File: config.mk
export PLATFORM = sky130hd
export DESIGN_NAME = rfid_link_hub
export DESIGN_NICKNAME = d
export VERILOG_FILES = /design/src/rtl/rfid_link_hub.sv
export SDC_FILE = /design/constraint.sdc
export NUM_CORES = 1
export LEC_CHECK = 0
export ABC_AREA = 1
export CAP_MARGIN = 20
export CORE_MARGIN = 8
export CORE_UTILIZATION = 55
export DETAILED_ROUTE_END_ITERATION = 7
export PLACE_DENSITY = 0.76
export SKIP_CTS_REPAIR_TIMING = 1
export SYNTH_ARGS = -nofsm -noshare
export SYNTH_HDL_FRONTEND = slang
export SYNTH_SLANG_ARGS = --single-unit
File: constraint.sdc
create_clock -name clk_50m -period 3.1 [get_ports clk_50m]
set_clock_uncertainty 0.1 [all_clocks]
set_input_delay 0.775 -clock clk_50m [delete_from_list [all_inputs] [get_ports clk_50m]]
set_output_delay 0.775 -clock clk_50m [all_outputs]
set_load 0.01 [all_outputs]
File: src/rtl/rfid_link_hub.sv
// Air-link hub: broadcasts the reader line to enabled tags, merges tag replies
// with lowest-index owner arbitration, flags collisions and drives status LEDs.
//
// state   | meaning
// IDLE    | no window open, waiting for a reader command
// LISTEN  | command sent, waiting for the first tag reply
// CAPTURE | owner tag replying, window ends after a quiet stretch
module rfid_link_hub #(
  parameter int NUM_TAGS     = 4,
  parameter int LED_HOLD     = 25_000_000,
  parameter int IDLE_TIMEOUT = 64,
  parameter int LISTEN_MAX   = 4096
) (
  input  logic                                             clk_50m,
  input  logic                                             rst_n,
  input  logic                                             rd_data,
  input  logic                                             cmd_vld,
  input  logic [2:0]                                       cmd_code,
  input  logic [NUM_TAGS-1:0]                              tag_en,
  input  logic [NUM_TAGS-1:0]                              tag_dout,
  output logic [NUM_TAGS-1:0]                              tag_din,
  output logic                                             tag_data,
  output logic [((NUM_TAGS > 1) ? $clog2(NUM_TAGS) : 1)-1:0] owner,
  output logic                                             collision,
  output logic                                             no_reply,
  output logic [7:0]                                       reply_cnt,
  output logic [7:0]                                       coll_cnt,
  output logic                                             led_sort,
  output logic                                             led_query,
  output logic                                             led_ack,
  output logic                                             led_read,
  output logic                                             led_write,
  output logic                                             led_done
);

  localparam int OW = (NUM_TAGS > 1) ? $clog2(NUM_TAGS) : 1;
  localparam int LW = (LISTEN_MAX > 1) ? $clog2(LISTEN_MAX) : 1;
  localparam int IW = (IDLE_TIMEOUT > 1) ? $clog2(IDLE_TIMEOUT) : 1;
  localparam int CW = (LED_HOLD > 1) ? $clog2(LED_HOLD + 1) : 1;

  typedef enum logic [1:0] {
    IDLE    = 2'd0,
    LISTEN  = 2'd1,
    CAPTURE = 2'd2
  } state_t;

  state_t                 state_q, state_d;
  logic [NUM_TAGS-1:0]    tag_din_q, tag_din_d;
  logic [NUM_TAGS-1:0]    t1_q, t1_d;
  logic [NUM_TAGS-1:0]    t1_prev_q;
  logic [LW-1:0]          lst_tmr_q, lst_tmr_d;
  logic [IW-1:0]          idl_tmr_q, idl_tmr_d;
  logic [OW-1:0]          owner_q, owner_d;
  logic                   collision_q, collision_d;
  logic                   no_reply_q, no_reply_d;
  logic                   tag_data_q, tag_data_d;
  logic [7:0]             reply_cnt_q, reply_cnt_d;
  logic [7:0]             coll_cnt_q, coll_cnt_d;
  logic [5:0][CW-1:0]     led_cnt_q, led_cnt_d;
  logic [5:0]             led_q, led_d;

  logic [OW-1:0]          low_idx;
  logic                   multi_act;
  logic [NUM_TAGS-1:0]    owner_mask;
  logic                   own_edge;
  logic                   done_trig;
  logic [5:0]             led_trig;

  assign tag_din_d  = rd_data ? tag_en : '0;
  assign t1_d       = tag_dout & tag_en;
  assign multi_act  = |(t1_q & (t1_q - NUM_TAGS'(1)));
  assign owner_mask = NUM_TAGS'(1) << owner_q;
  assign own_edge   = t1_q[owner_q] ^ t1_prev_q[owner_q];

  always_comb begin
    low_idx = '0;
    for (int i = NUM_TAGS - 1; i >= 0; i--) begin
      if (t1_q[i]) low_idx = OW'(i);
    end
  end

  always_comb begin
    state_d     = state_q;
    lst_tmr_d   = lst_tmr_q;
    idl_tmr_d   = idl_tmr_q;
    owner_d     = owner_q;
    collision_d = collision_q;
    no_reply_d  = 1'b0;
    reply_cnt_d = reply_cnt_q;
    coll_cnt_d  = coll_cnt_q;
    done_trig   = 1'b0;
    // A new command always wins, even over a timeout expiring in the same cycle.
    if (cmd_vld) begin
      state_d     = LISTEN;
      lst_tmr_d   = LW'(LISTEN_MAX - 1);
      collision_d = 1'b0;
    end else begin
      case (state_q)
        LISTEN: begin
          if (|t1_q) begin
            state_d   = CAPTURE;
            owner_d   = low_idx;
            idl_tmr_d = IW'(IDLE_TIMEOUT - 1);
            if (multi_act) collision_d = 1'b1;
          end else if (lst_tmr_q == '0) begin
            state_d    = IDLE;
            no_reply_d = 1'b1;
          end else begin
            lst_tmr_d = lst_tmr_q - LW'(1);
          end
        end
        CAPTURE: begin
          if (|(t1_q & ~owner_mask)) collision_d = 1'b1;
          if (own_edge) begin
            idl_tmr_d = IW'(IDLE_TIMEOUT - 1);
          end else if (idl_tmr_q == '0) begin
            state_d = IDLE;
            if (collision_d) begin
              coll_cnt_d = (coll_cnt_q == 8'hFF) ? 8'hFF : coll_cnt_q + 8'd1;
            end else begin
              reply_cnt_d = (reply_cnt_q == 8'hFF) ? 8'hFF : reply_cnt_q + 8'd1;
              done_trig   = 1'b1;
            end
          end else begin
            idl_tmr_d = idl_tmr_q - IW'(1);
          end
        end
        default: ;
      endcase
    end
  end

  // Merge follows the next state so the first reply bit is not lost on capture.
  assign tag_data_d = (state_d == CAPTURE) ? t1_q[owner_d] : 1'b0;

  always_comb begin
    led_trig = '0;
    for (int i = 0; i < 5; i++) begin
      led_trig[i] = cmd_vld && (cmd_code == 3'(i));
    end
    led_trig[5] = done_trig;
    for (int i = 0; i < 6; i++) begin
      if (led_trig[i])                led_cnt_d[i] = CW'(LED_HOLD);
      else if (led_cnt_q[i] != '0)    led_cnt_d[i] = led_cnt_q[i] - CW'(1);
      else                            led_cnt_d[i] = '0;
      led_d[i] = (led_cnt_d[i] != '0);
    end
  end

  always_ff @(posedge clk_50m or negedge rst_n) begin
    if (!rst_n) begin
      state_q     <= IDLE;
      tag_din_q   <= '0;
      t1_q        <= '0;
      t1_prev_q   <= '0;
      lst_tmr_q   <= '0;
      idl_tmr_q   <= '0;
      owner_q     <= '0;
      collision_q <= 1'b0;
      no_reply_q  <= 1'b0;
      tag_data_q  <= 1'b0;
      reply_cnt_q <= '0;
      coll_cnt_q  <= '0;
      led_cnt_q   <= '0;
      led_q       <= '0;
    end else begin
      state_q     <= state_d;
      tag_din_q   <= tag_din_d;
      t1_q        <= t1_d;
      t1_prev_q   <= t1_q;
      lst_tmr_q   <= lst_tmr_d;
      idl_tmr_q   <= idl_tmr_d;
      owner_q     <= owner_d;
      collision_q <= collision_d;
      no_reply_q  <= no_reply_d;
      tag_data_q  <= tag_data_d;
      reply_cnt_q <= reply_cnt_d;
      coll_cnt_q  <= coll_cnt_d;
      led_cnt_q   <= led_cnt_d;
      led_q       <= led_d;
    end
  end

  assign tag_din   = tag_din_q;
  assign tag_data  = tag_data_q;
  assign owner     = owner_q;
  assign collision = collision_q;
  assign no_reply  = no_reply_q;
  assign reply_cnt = reply_cnt_q;
  assign coll_cnt  = coll_cnt_q;
  assign led_sort  = led_q[0];
  assign led_query = led_q[1];
  assign led_ack   = led_q[2];
  assign led_read  = led_q[3];
  assign led_write = led_q[4];
  assign led_done  = led_q[5];

endmodule

# --- Word level (Yosys, flattened, before mapping) ---
# Cells that the tools add are included.
op_classes:
  addsub: 11
  order_cmp: 2
  n_eq_ne: 15
  n_shift: 1
  mux: 59
  bitwise_logic: 8
  n_reduce_logical: 31
ops:
  columns: ["operator", "count"]
  rows:
  - ["$mux W25", 12]
  - ["$reduce_bool A25 Y1", 12]
  - ["$sub A25 B1 Y25 const B", 6]
  - ["$mux W12", 4]
  - ["$mux W2", 12]
  - ["$mux W1", 19]
  - ["$mux W6", 3]
  - ["$add A8 B1 Y8 const B", 2]
  - ["$eq A8 B8 Y1 const B", 2]
  - ["$mux W8", 2]
  - ["$and A4 B4 Y4", 3]
  - ["$logic_not A12 Y1", 1]
  - ["$pmux W6 S2", 1]
  - ["$reduce_or A4 Y1", 3]
  - ["$sub A12 B1 Y12 const B", 1]
  - ["$reduce_and A5 Y1", 2]
  - ["$ne A3 B3 Y1 const B", 3]
  - ["$bmux W1 S2", 3]
  - ["$eq A3 B2 Y1 const B", 2]
  - ["$logic_not A6 Y1", 1]
  - ["$lt A2 B3 Y1 const B", 2]
  - ["$ne A2 B2 Y1 const B", 3]
  - ["$reduce_and A3 Y1", 2]
  - ["$sub A6 B1 Y6 const B", 1]
  - ["17 further kinds", 25]
totals:
  ff_bits: 209
  inputBits: 15
  output_inout_bits: 31
  word_cells: 146

# --- Logic depth before layout (Yosys ltp) ---
# Gate-level depths: netlist of the first run.
depth:
  word_depth: 14
  depth_mapped: 15
  mapped_depth_nobuf: 14

# --- Worst setup path after synthesis of the first run ---
# No wires, ideal clock.
synth_path:
  path_type: "input -> register"
  startpoint: "in cmd_vld"
  endpoint: "reg led_q[2]"
  setup_time_ns: 0.129
  arrival_time_ns: 1.928
  t_required_ns: 2.871
  setup_slack_ns: 0.944
  stages: 11
  path_buffers: 2
  cell_sequence: "buf_2 -> nand2_1 -> nor3_2 -> buf_4 -> nor2_1 -> o21ai_0 -> nand2_1 -> nor2_1 -> nand2_1 -> nor2_1 -> nand3_1"
synth_between:
  elab_chain_cells: 3
synth_lines:
  columns: ["element", "line", "source"]
  rows:
  - ["start: declaration", "17", "input logic cmd_vld,"]
  - ["$logic_and A1 B1 Y1", "139", "led_trig[i] = cmd_vld && (cmd_code == 3'(i));"]
  - ["$mux W25", "143", "if (led_trig[i]) led_cnt_d[i] = CW'(LED_HOLD);"]
  - ["$reduce_bool A25 Y1", "146", "led_d[i] = (led_cnt_d[i] != '0);"]
  - ["named net led_d[2]", "60", "logic [5:0] led_q, led_d;"]
  - ["end signal: assignment", "180", "led_q <= led_d;"]
  - ["end: declaration", "60", null]
# The timed path passes the listed nets, and every way through them passes these cells.
# A chain may end at the register's enable or synchronous reset.

# --- Worst setup path after layout of the first run ---
layout_path:
  startpoint: "reg owner_q[0], in the netlist owner[0]"
  endpoint: "out owner[0] in the netlist's numbering"
layout_lines:
  columns: ["element", "line", "source"]
  rows:
  - ["start: declaration", "53", "logic [OW-1:0] owner_q, owner_d;"]
  - ["start signal: assignment", "173", "owner_q <= owner_d;"]
  - ["end: declaration", "23", "output logic [((NUM_TAGS > 1) ? $clog2(NUM_TAGS) : 1)-1:0] owner,"]
# No word-level cell between the ends.

==> flow_summary.ini, run 1 <==
[die]
die_area_um2 = 27900
coreArea_um2 = 22500
die_h_um = 167
fp.dieW_um = 167
start_util_pct = 55.7
row_count = 55
io_pins = 46

[timing]
fin_hold_ws_ps = 135
period_share_pct = 86.3
setup-violations-final = 0
slew_headroom_pct = 53.3
finalSetupTns_ps = 0
tightest_slew_ps = 695
fin_ws_ps = 425
hold_viol = 0
maxSlewViolCount = 0
rsz0062_at_grt = no
fin_crit_ps = 2680
max_freq_mhz = 374

[global_routing]
grt_max_degree = 82
grt_util_all_layers_pct = 20.8
antenna_found_initial = 0
grt_first_pass_wirelength_um = 49700
grt_overflow = 0
grt_pass1_vias = 10900

[yosys]
syn_area_um2 = 12500
yosys_warnings = 0
syn_avg_cell_area_um2 = 7.07
synth_flop_cell = dfrtp_1
synth-async-reset-ratio_pct = 100
yosysTopAreaCell = dfrtp_1
synth_cells = 1772
yosysTopAreaCellShare_pct = 41.7
ys_ff_latch = 209
seq_area_frac_synth_pct = 41.7
syn_nets = 1800
synth_cell_types = 47
synth_edf_count = 0
netlist_top_cells_area = dfrtp_1 42%, nand2_1 13%, nor2_1 9.7%

[placement]
dp_cells = 2103
numPortBuffers = 45
dp_slack_ps = 129
routabilityCongestion = 0.892
place_hpwl_um = 21900
post_dp_cell_area_um2 = 13400

[power]
swShare_pct = 35.2
combPwrFrac_pct = 27.6
clkPwrFrac_pct = 31.4
p_int_w = 0.00567
p_sw_w = 0.00308
power.density_nw_per_um2 = 618
power_leakage_nw = 6.94
ir_drop_v = 0.000418
p_seq_share_pct = 41.0

[cts]
htreeDepth = 1
cts.sinks = 209
cts_buffers = 24
insertion_delay_ps = 510
cts_tree = yes
max-clock-path-buffers = 3
cts_root_buf = clkbuf_16
cts.clk_slew.worst_paths_ps = 60

[route]
vias = 11300
post_drt_wl_per_cell_um = 13.7
ant_nets = 0
viasPerCell = 5.27
drt-initial-drc-count = 664
routed_wl_um = 29300
drtPass1Iterations = 5
drc = 0

[setup_path]
critPathKind = reg -> out
crit_fanout = 15
cp.arrival_ps = 1800
cp_slowest_cell = clkdlybuf4s50_1
cp_top_family = buffers and inverters
critPathCaptureType = output pin
worstSetupStartpointType = flop
path_buf_inv = 1
max_stage_delay_ps = 650
crit_chain = clkdlybuf4s50_1
crit_required_ps = 2220

[cells_and_area]
n_antenna_cell = 0
area_delta_synth_final_pct = 12.9
stdcell_count = 2146
drive_above_1_share_pct = 8.06
design_area_um2 = 14200
num-nets-final = 1872

[hold_path]
min_path_type = in -> async

[job]
drv_cap = 0

[run_status]
status = finished clean
==> cell type report <==
| cell class | count | area (um^2) |
|---|---|---|
| inverter | 244 | 921 |
| tap | 285 | 357 |
| timing repair buffer | 63 | 603 |
| multi-input combinational | 1302 | 6270 |
| clock inverter | 4 | 20.0 |
| fill | 2020 | 8350 |
| sequential | 209 | 5230 |
| clock buffer | 39 | 748 |
==> Yosys cell counts, types with 2 or more instances <==
cell       number
buf_2           5
nand3b_1       11
o21bai_1        9
nor3_1         37
nand4_2         2
nor2_4         13
xor2_1         30
inv_1         234
a31oi_1         3
buf_4           3
nor2_2         30
nand2_4         4
clkinv_2        2
nand4_1        32
nand3_1       173
ha_1           13
or2_0           4
o31ai_1         2
or2_2           3
o2bb2ai_1       2
nand2_2        18
buf_6           4
a21oi_1        29
o21ai_0        61
nor2_1        325
nand3_2         7
o21ai_1         8
clkbuf_1        4
nand2_1       449
inv_2           7
xnor2_1        19
a21o_1          4
dfrtp_1       209
nand4_4         3
==> per-stage QoR <==
| stage | utilization (%) | power (W) |
|---|---|---|
| 6_report | 62.9 | 0.00875 |
| 5_1_grt | 62.9 | 0.00932 |
| 4_1_cts | 62.9 | 0.00880 |
| 3_5_place_dp | 59.5 | 0.00601 |
| 2_1_floorplan | - | 0.00540 |
| 3_3_place_gp | 59.5 | 0.00592 |
==> power groups by stage <==
stage / combinational [W] / clock, W / sequential, W
global placement: 0.00232 / 0 / 0.00361
finish: 0.00241 / 0.00275 / 0.00359
floorplan: 0.00189 / 0 / 0.00351
global route: 0.00277 / 0.00291 / 0.00364
detailed placement: 0.00239 / 0 / 0.00362
CTS: 0.00242 / 0.00281 / 0.00358
==> metal layers <==
metal	share of wire [%]	vias to the layer above	wire length, um	track usage, %
li1	-	5738	-	-
met4	1.9	0	566	5.60
met2	48	188	13900	35.8
met5	0	-	0	0
met1	46	5349	13600	26.8
met3	4.4	40	1280	3.43
==> state kept, by name (all words and copies together) (netlist names) <==
signal     count
tag_data       1
led_cnt_q    150
led_q          6
state_q        2
idl_tmr_q      6
t1_prev_q      4
owner          2
reply_cnt      8
tag_din        4
collision      1
t1_q           4
coll_cnt       8
lst_tmr_q     12
no_reply       1
==> cell families (layout without fill, tap and decap cells) <==
group                    count (synthesis)  count (layout)  share of synthesized area [%]
buffers and inverters                  261             350                           8.24
flip-flops                             209             209                           41.7
AND/OR/NAND/NOR                       1116            1116                           39.8
adder cells (fa/ha/maj)                 13              13                           1.30
XOR/XNOR                                49              49                           3.42
AO/OA/AOI/OAI                          124             124                           5.48
==> worst paths after layout <==
kind	from	endpoint	slack, ps	cells past startpoint
worst max-delay path	owner[0]	owner[0]	420	1
worst min-delay path	rst_n	led_cnt_q[24]	140	1
worst max register to register	led_cnt_q[50]	led_q[2]	680	9
worst min register to register	led_cnt_q[0]	led_cnt_q[0]	330	1
max in group asynchronous	rst_n	t1_prev_q[2]	1940	2
min in group clk_50m	led_cnt_q[0]	led_cnt_q[0]	330	1
==> placed cells by master, fill, tap and decap left out, drive strengths merged, types with 3 or more instances in the layout <==
master	count
a21o	4
a21oi	30
a31oi	3
buf	19
clkbuf	39
clkdlybuf4s50	44
clkinv	6
dfrtp	209
ha	13
inv	242
nand2	471
nand3	180
nand3b	11
nand4	37
nor2	369
nor3	39
o21ai	70
o21bai	9
or2	8
xnor2	19
xor2	30
(Power assumes the default switching activity.)
==> inputs of run 2 (changes only) <==
Settings changed: CTS_CLUSTER_DIAMETER set to 150.
==> results of run 2 <==
Final layout, timing and power as in run 1 (identical DEF).
